$ cat src/rtl/icache_fill_ctrl.sv
// -----------------------------------------------------------------------------
// icache_fill_ctrl
//   Refill engine for the instruction cache. A fill command fetches DEPTH
//   consecutive words from instruction memory, one request at a time. Each
//   returned word is written into the cache write port one cycle after it
//   arrives. freeze stays high while the cache contents are inconsistent.
//
//   Optional feature macro: FILL_TIMEOUT_EN. When it is defined, a response
//   that does not arrive within TIMEOUT cycles aborts the fill. The abort
//   pulses fill_done and sets fill_err. When the macro is undefined, WAIT holds
//   indefinitely and fill_err is tied to 0.
//
// Ports
//   clk, rst     clock; synchronous active-high reset
//   fill_start   fill command pulse (accepted only while idle)
//   fill_base    start byte address (bits [1:0] ignored)
//   mem_req      read request, with mem_addr = base + 4*cnt
//   mem_ready    memory accepts the request this cycle
//   mem_valid    read data valid; mem_rdata is the read data
//   wr_en        cache write strobe, with wr_idx and wr_data
//   freeze       stall both datapaths
//   fill_done    one-cycle completion pulse
//   fill_err     timeout abort flag
//
// Handshake: a request transfers on a cycle where mem_req && mem_ready.
//   mem_addr is held steady until that cycle. After a transfer, the request
//   stays outstanding until the first cycle with mem_valid. mem_valid is
//   ignored at any other time.
// -----------------------------------------------------------------------------
module icache_fill_ctrl #(
   parameter int DEPTH   = 12,
   parameter int ADDR_W  = 32,
   parameter int DATA_W  = 32,
   parameter int TIMEOUT = 64
) (
   input  logic                     clk,
   input  logic                     rst,
   input  logic                     fill_start,
   input  logic [ADDR_W-1:0]        fill_base,
   output logic                     mem_req,
   output logic [ADDR_W-1:0]        mem_addr,
   input  logic                     mem_ready,
   input  logic                     mem_valid,
   input  logic [DATA_W-1:0]        mem_rdata,
   output logic                     wr_en,
   output logic [$clog2(DEPTH)-1:0] wr_idx,
   output logic [DATA_W-1:0]        wr_data,
   output logic                     freeze,
   output logic                     fill_done,
   output logic                     fill_err
);

   localparam int IDX_W = $clog2(DEPTH);
   localparam logic [IDX_W-1:0] LAST_IDX = IDX_W'(DEPTH - 1);

   typedef enum logic [1:0] {
      S_IDLE = 2'd0,
      S_REQ  = 2'd1,
      S_WAIT = 2'd2,
      S_DONE = 2'd3
   } state_t;

   state_t            state_q, state_d;
   logic [IDX_W-1:0]  cnt_q;
   logic [ADDR_W-1:0] base_q;
   logic              accept;
   logic              resp;
   logic              timeout_hit;

   assign accept = (state_q == S_IDLE) && fill_start;
   assign resp   = (state_q == S_WAIT) && mem_valid;

`ifdef FILL_TIMEOUT_EN
   localparam int WAIT_W = $clog2(TIMEOUT + 1);
   logic [WAIT_W-1:0] wait_q;
   logic              err_q;

   // A response that arrives on the last allowed cycle still wins over the abort.
   assign timeout_hit = (state_q == S_WAIT) && !mem_valid &&
                        (wait_q == WAIT_W'(TIMEOUT - 1));

   always_ff @(posedge clk) begin
      if (rst) begin
         wait_q <= '0;
         err_q  <= 1'b0;
      end else begin
         if (state_q == S_WAIT) wait_q <= wait_q + WAIT_W'(1);
         else                   wait_q <= '0;
         if (accept)           err_q <= 1'b0;
         else if (timeout_hit) err_q <= 1'b1;
      end
   end

   assign fill_err = err_q;
`else
   assign timeout_hit = 1'b0;
   assign fill_err    = 1'b0;
`endif

   always_comb begin
      state_d = state_q;
      unique case (state_q)
         S_IDLE: if (fill_start) state_d = S_REQ;
         S_REQ:  if (mem_ready)  state_d = S_WAIT;
         S_WAIT: begin
            if (mem_valid)        state_d = (cnt_q == LAST_IDX) ? S_DONE : S_REQ;
            else if (timeout_hit) state_d = S_DONE;
         end
         S_DONE: state_d = S_IDLE;
         default: state_d = S_IDLE;
      endcase
   end

   always_ff @(posedge clk) begin
      if (rst) begin
         state_q <= S_IDLE;
         cnt_q   <= '0;
         base_q  <= '0;
         wr_en   <= 1'b0;
         wr_idx  <= '0;
         wr_data <= '0;
      end else begin
         state_q <= state_d;
         wr_en   <= resp;
         if (accept) begin
            cnt_q  <= '0;
            base_q <= {fill_base[ADDR_W-1:2], 2'b00};
         end
         if (resp) begin
            cnt_q   <= cnt_q + IDX_W'(1);
            wr_idx  <= cnt_q;
            wr_data <= mem_rdata;
         end
      end
   end

   // Address arithmetic wraps modulo 2^ADDR_W. The address is forced to 0
   // outside REQ so that an idle bus stays quiet.
   assign mem_req   = (state_q == S_REQ);
   assign mem_addr  = mem_req ? (base_q + ADDR_W'({cnt_q, 2'b00})) : '0;
   assign freeze    = (state_q != S_IDLE);
   assign fill_done = (state_q == S_DONE);

endmodule

$ cat config.mk
export PLATFORM = sky130hd
export DESIGN_NAME = icache_fill_ctrl
export DESIGN_NICKNAME = d
export VERILOG_FILES = /design/src/rtl/icache_fill_ctrl.sv
export SDC_FILE = /design/constraint.sdc
export NUM_CORES = 1
export LEC_CHECK = 0
export ABC_AREA = 0
export BUFFER_PORTS_ARGS = -buffer_cell sky130_fd_sc_hd__buf_2
export CORE_ASPECT_RATIO = 0.75
export CORE_MARGIN = 10
export CORE_UTILIZATION = 45
export CTS_BUF_LIST = sky130_fd_sc_hd__clkbuf_16
export DETAILED_ROUTE_END_ITERATION = 7
export PLACE_DENSITY = 0.75
export SKIP_CTS_REPAIR_TIMING = 1
export SLEW_MARGIN = 10
export SYNTH_ARGS = -nofsm -noshare
export SYNTH_HDL_FRONTEND = slang
export SYNTH_SLANG_ARGS = --single-unit
$ cat constraint.sdc
create_clock -name clk -period 5.4 [get_ports clk]
set_input_delay 1.08 -clock clk [delete_from_list [all_inputs] [get_ports clk]]
set_output_delay 1.08 -clock clk [all_outputs]
set_load 0.01 [all_outputs]
==> flow_metrics.env <==
export IMPL_hold_ws_ns=0.450
export IMPL_synth_seq_cells=73
export IMPL_maximum_number_of_pins_on_one_net_before_global_route_repair=74
export IMPL_max_slew_margin=0.417
export IMPL_postSynthCellCount=477
export IMPL_vias_in_the_first_global_route=3479
export IMPL_synth_warnings=0
export IMPL_run_status="finished, final reports clean"
export IMPL_die_height_microns=96.6
export IMPL_timing_critical_path_cells="ha_1 -> inv_1 -> fa_1 -> nand2b_1 -> a21o_1 -> nor4b_1 -> mux2i_1 -> buf_2"
export IMPL_h_tree_depth=3
export IMPL_vias=3651
export IMPL_hold_viol_final=0
export IMPL_global_route_overflow_total=0
export IMPL_final_layout_size_suffix_gt1_frac=0.270
export IMPL_place_hpwl_microns=7690
export IMPL_grt_use_total=0.173
export IMPL_numClockSinks=73
export IMPL_power_density_cell_area_mw_per_mm2=287
export IMPL_insertion_delay_ns=0.33
export IMPL_initial_utilization=0.472
export IMPL_path_clk_slew_ns=0.06
export IMPL_timing_setup_tns_ns=0
export IMPL_crit_required_ns=4.32
export IMPL_fillCellCount=712
export IMPL_post_synthesis_cell_type_with_the_largest_combined_area="dfxtp_1"
export IMPL_synthTopCellsByArea="dfxtp_1 41%, nand2_1 16%, a21oi_1 12%, clkbuf_1 3.2%, or4_1 2.6%"
export IMPL_timing_fmax_mhz=251
export IMPL_timing_critical_path_arrival_ns=2.91
export IMPL_worst_path_max_fanout=20
export IMPL_sequential_element_share_of_the_synthesized_area=0.415
export IMPL_final_nets=669
export IMPL_floorplan_rows=27
export IMPL_tritoncts_num_buffers=9
export IMPL_worst_setup_path_end_kind="output pin"
export IMPL_timing_max_cap_violations=0
export IMPL_detailedRoute_firstPassIterationCount=4
export IMPL_area_growth_syn_to_layout_pct=28.3
export IMPL_skew_ns=0.00483
export IMPL_layout_worst_path_cycle_share=0.739
export IMPL_detail_route_antenna_nets=0
export IMPL_synth_edff_count=0
export IMPL_portbufs=136
export IMPL_dr_first_iter_drc_count=264
export IMPL_worstSetupPathType="register to output pin"
export IMPL_synth_top_area_frac=0.415
export IMPL_drt_total_wl_microns=10600
export IMPL_gpl_final_weighted_congestion=0.842
export IMPL_ir_worst_vdd_uv=208
export IMPL_route_detailed_vias_per_inst=5.22
export IMPL_critical_path_max_stage_delay_ns=0.47
export IMPL_floorplan_die_width_microns=122
export IMPL_n_antenna_cell=0
export IMPL_synthesis_area_per_instance_sq_um=7.39
export IMPL_cts_root_buf="clkbuf_16"
export IMPL_synth_cell_area_sq_mm=0.00352
export IMPL_io_pins=142
export IMPL_cts_path_max_buffers=2
export IMPL_setup_violations_final=0
export IMPL_cts_tree="built"
export IMPL_timing_critical_path_slowest_stage_cell="nor4b_1"
export IMPL_max_slew_worst_pin_slew_ns=0.874
export IMPL_fp_coreArea_sq_mm=0.00747
export IMPL_final_max_slew_violation_count=0
export IMPL_routedWlPerCell_microns=15.2
export IMPL_floorplan_die_area_sq_mm=0.0118
export IMPL_synth_lib_cells_used_distinct=43
export IMPL_synth_async_reset_ratio=0
export IMPL_static_power_due_to_leakage_nw=1.88
export IMPL_clock_period_minus_final_worst_setup_slack_ns=3.99
export IMPL_initial_antenna_violation_count=0
export IMPL_worstHoldPathType="register to register"
export IMPL_setup_repair_after_global_routing_missed_its_margin="no"
export IMPL_grt_pass1_wl_microns=17200
export IMPL_critical_path_startpoint_type="register"
export IMPL_ys_flop_type="dfxtp_1"
export IMPL_drc_errors=0
==> flip-flops by register name, summed over array words and instances, names as in the netlist <==
register and count:
state_q 2, cnt_q 4, base_q 30, wr_data 32
wr_idx 4, wr_en 1
==> power breakdown <==
group          switching (W)  leakage (nW)  total (W)  internal (W)
Clock               0.000234         0.143   0.000592      0.000357
Sequential         0.0000218         0.593   0.000581      0.000559
Combinational      0.0000754          1.14   0.000127     0.0000513
Total               0.000332          1.88    0.00130      0.000968
==> layer usage <==
metal  part of all wire  global-route usage
met5                  0                   0
met4             0.0090              0.0503
met3              0.078              0.0568
met2               0.47               0.276
met1               0.44               0.217
==> synthesized netlist by cell type, drive strengths merged, types with 2 or more instances <==
library cell / count
buf: 7
dfxtp: 73
or4: 12
o21ai: 5
and2: 2
or3: 4
o21a: 2
mux2i: 7
nand4: 7
o31a: 2
a21oi: 88
xnor2: 2
nand3: 10
ha: 5
nand3b: 2
nor2: 12
nor4: 6
inv: 8
and4: 4
nand2: 151
clkbuf: 30
nand2b: 10
o31ai: 11
nor4b: 2
==> cell families after synthesis <==
| group | share of synthesized area |
|---|---|
| flops | 0.415 |
| compound gates | 0.176 |
| other cells | 0.00106 |
| fa+ha+maj | 0.0234 |
| mux | 0.0231 |
| simple gates | 0.301 |
| xor+xnor | 0.00746 |
| buf+inv | 0.0532 |
==> through the flow <==
step | worst slack, ns | util | area, sq um | std cells | total power [W]
2_1_floorplan | 2.10 | - | 3530 | 479 | 0.000666
3_3_place_gp | 1.81 | 0.566 | 4220 | 684 | 0.000715
3_5_place_dp | 1.78 | 0.566 | 4220 | 684 | 0.000720
4_1_cts | 1.42 | 0.605 | 4520 | 700 | 0.00131
5_1_grt | 1.22 | 0.605 | 4520 | 700 | 0.00136
6_report | 1.41 | 0.605 | 4520 | 700 | 0.00130
==> critical path, delay by kind of cell (launching register included) <==
| kind | cells | cell delay (ns) |
|---|---|---|
| buffers and inverters | 2 | 0.24 |
| AO/OA/AOI/OAI | 1 | 0.39 |
| multiplexers | 1 | 0.28 |
| AND/OR/NAND/NOR | 2 | 0.66 |
| adder cells (fa/ha/maj) | 2 | 0.60 |
| flip-flops | 1 | 0.42 |
==> cell usage in the layout, fill, tap and decap left out, types with 6 or more instances in the layout <==
cell type,count
dfxtp_1,73
inv_1,9
o31ai_1,11
mux2i_1,7
or4_1,12
nor2_1,12
nand4_1,6
buf_2,136
clkbuf_16,9
nand3_1,10
nand2_1,151
nand2b_1,10
a21oi_1,88
nor4_1,6
==> path summary, 6_finish.rpt <==
path	slack, ns	end	from	cells past startpoint
max	1.41	mem_addr[28]	cnt_q[0]$_SDFFE_PP0P_	8
min	0.45	wr_data[1]$_SDFFE_PP0P_	wr_data[1]$_SDFFE_PP0P_	2
min reg2reg	0.45	wr_data[1]$_SDFFE_PP0P_	wr_data[1]$_SDFFE_PP0P_	2
max reg2reg	3.26	state_q[0]$_SDFFE_PP0P_	state_q[1]$_SDFFE_PP0P_	4
==> area by class of cell <==
class | count | area, sq um | share of cell area
Clock buffer | 9 | 225 | 0.0498
Clock inverter | 7 | 71.3 | 0.0158
Timing Repair Buffer | 141 | 718 | 0.159
Inverter | 8 | 30.0 | 0.00664
Tap cell | 101 | 126 | 0.0280
Multi-Input combinational cell | 361 | 1890 | 0.418
Sequential cell | 73 | 1460 | 0.323
Power figures use the tool's default switching activity.
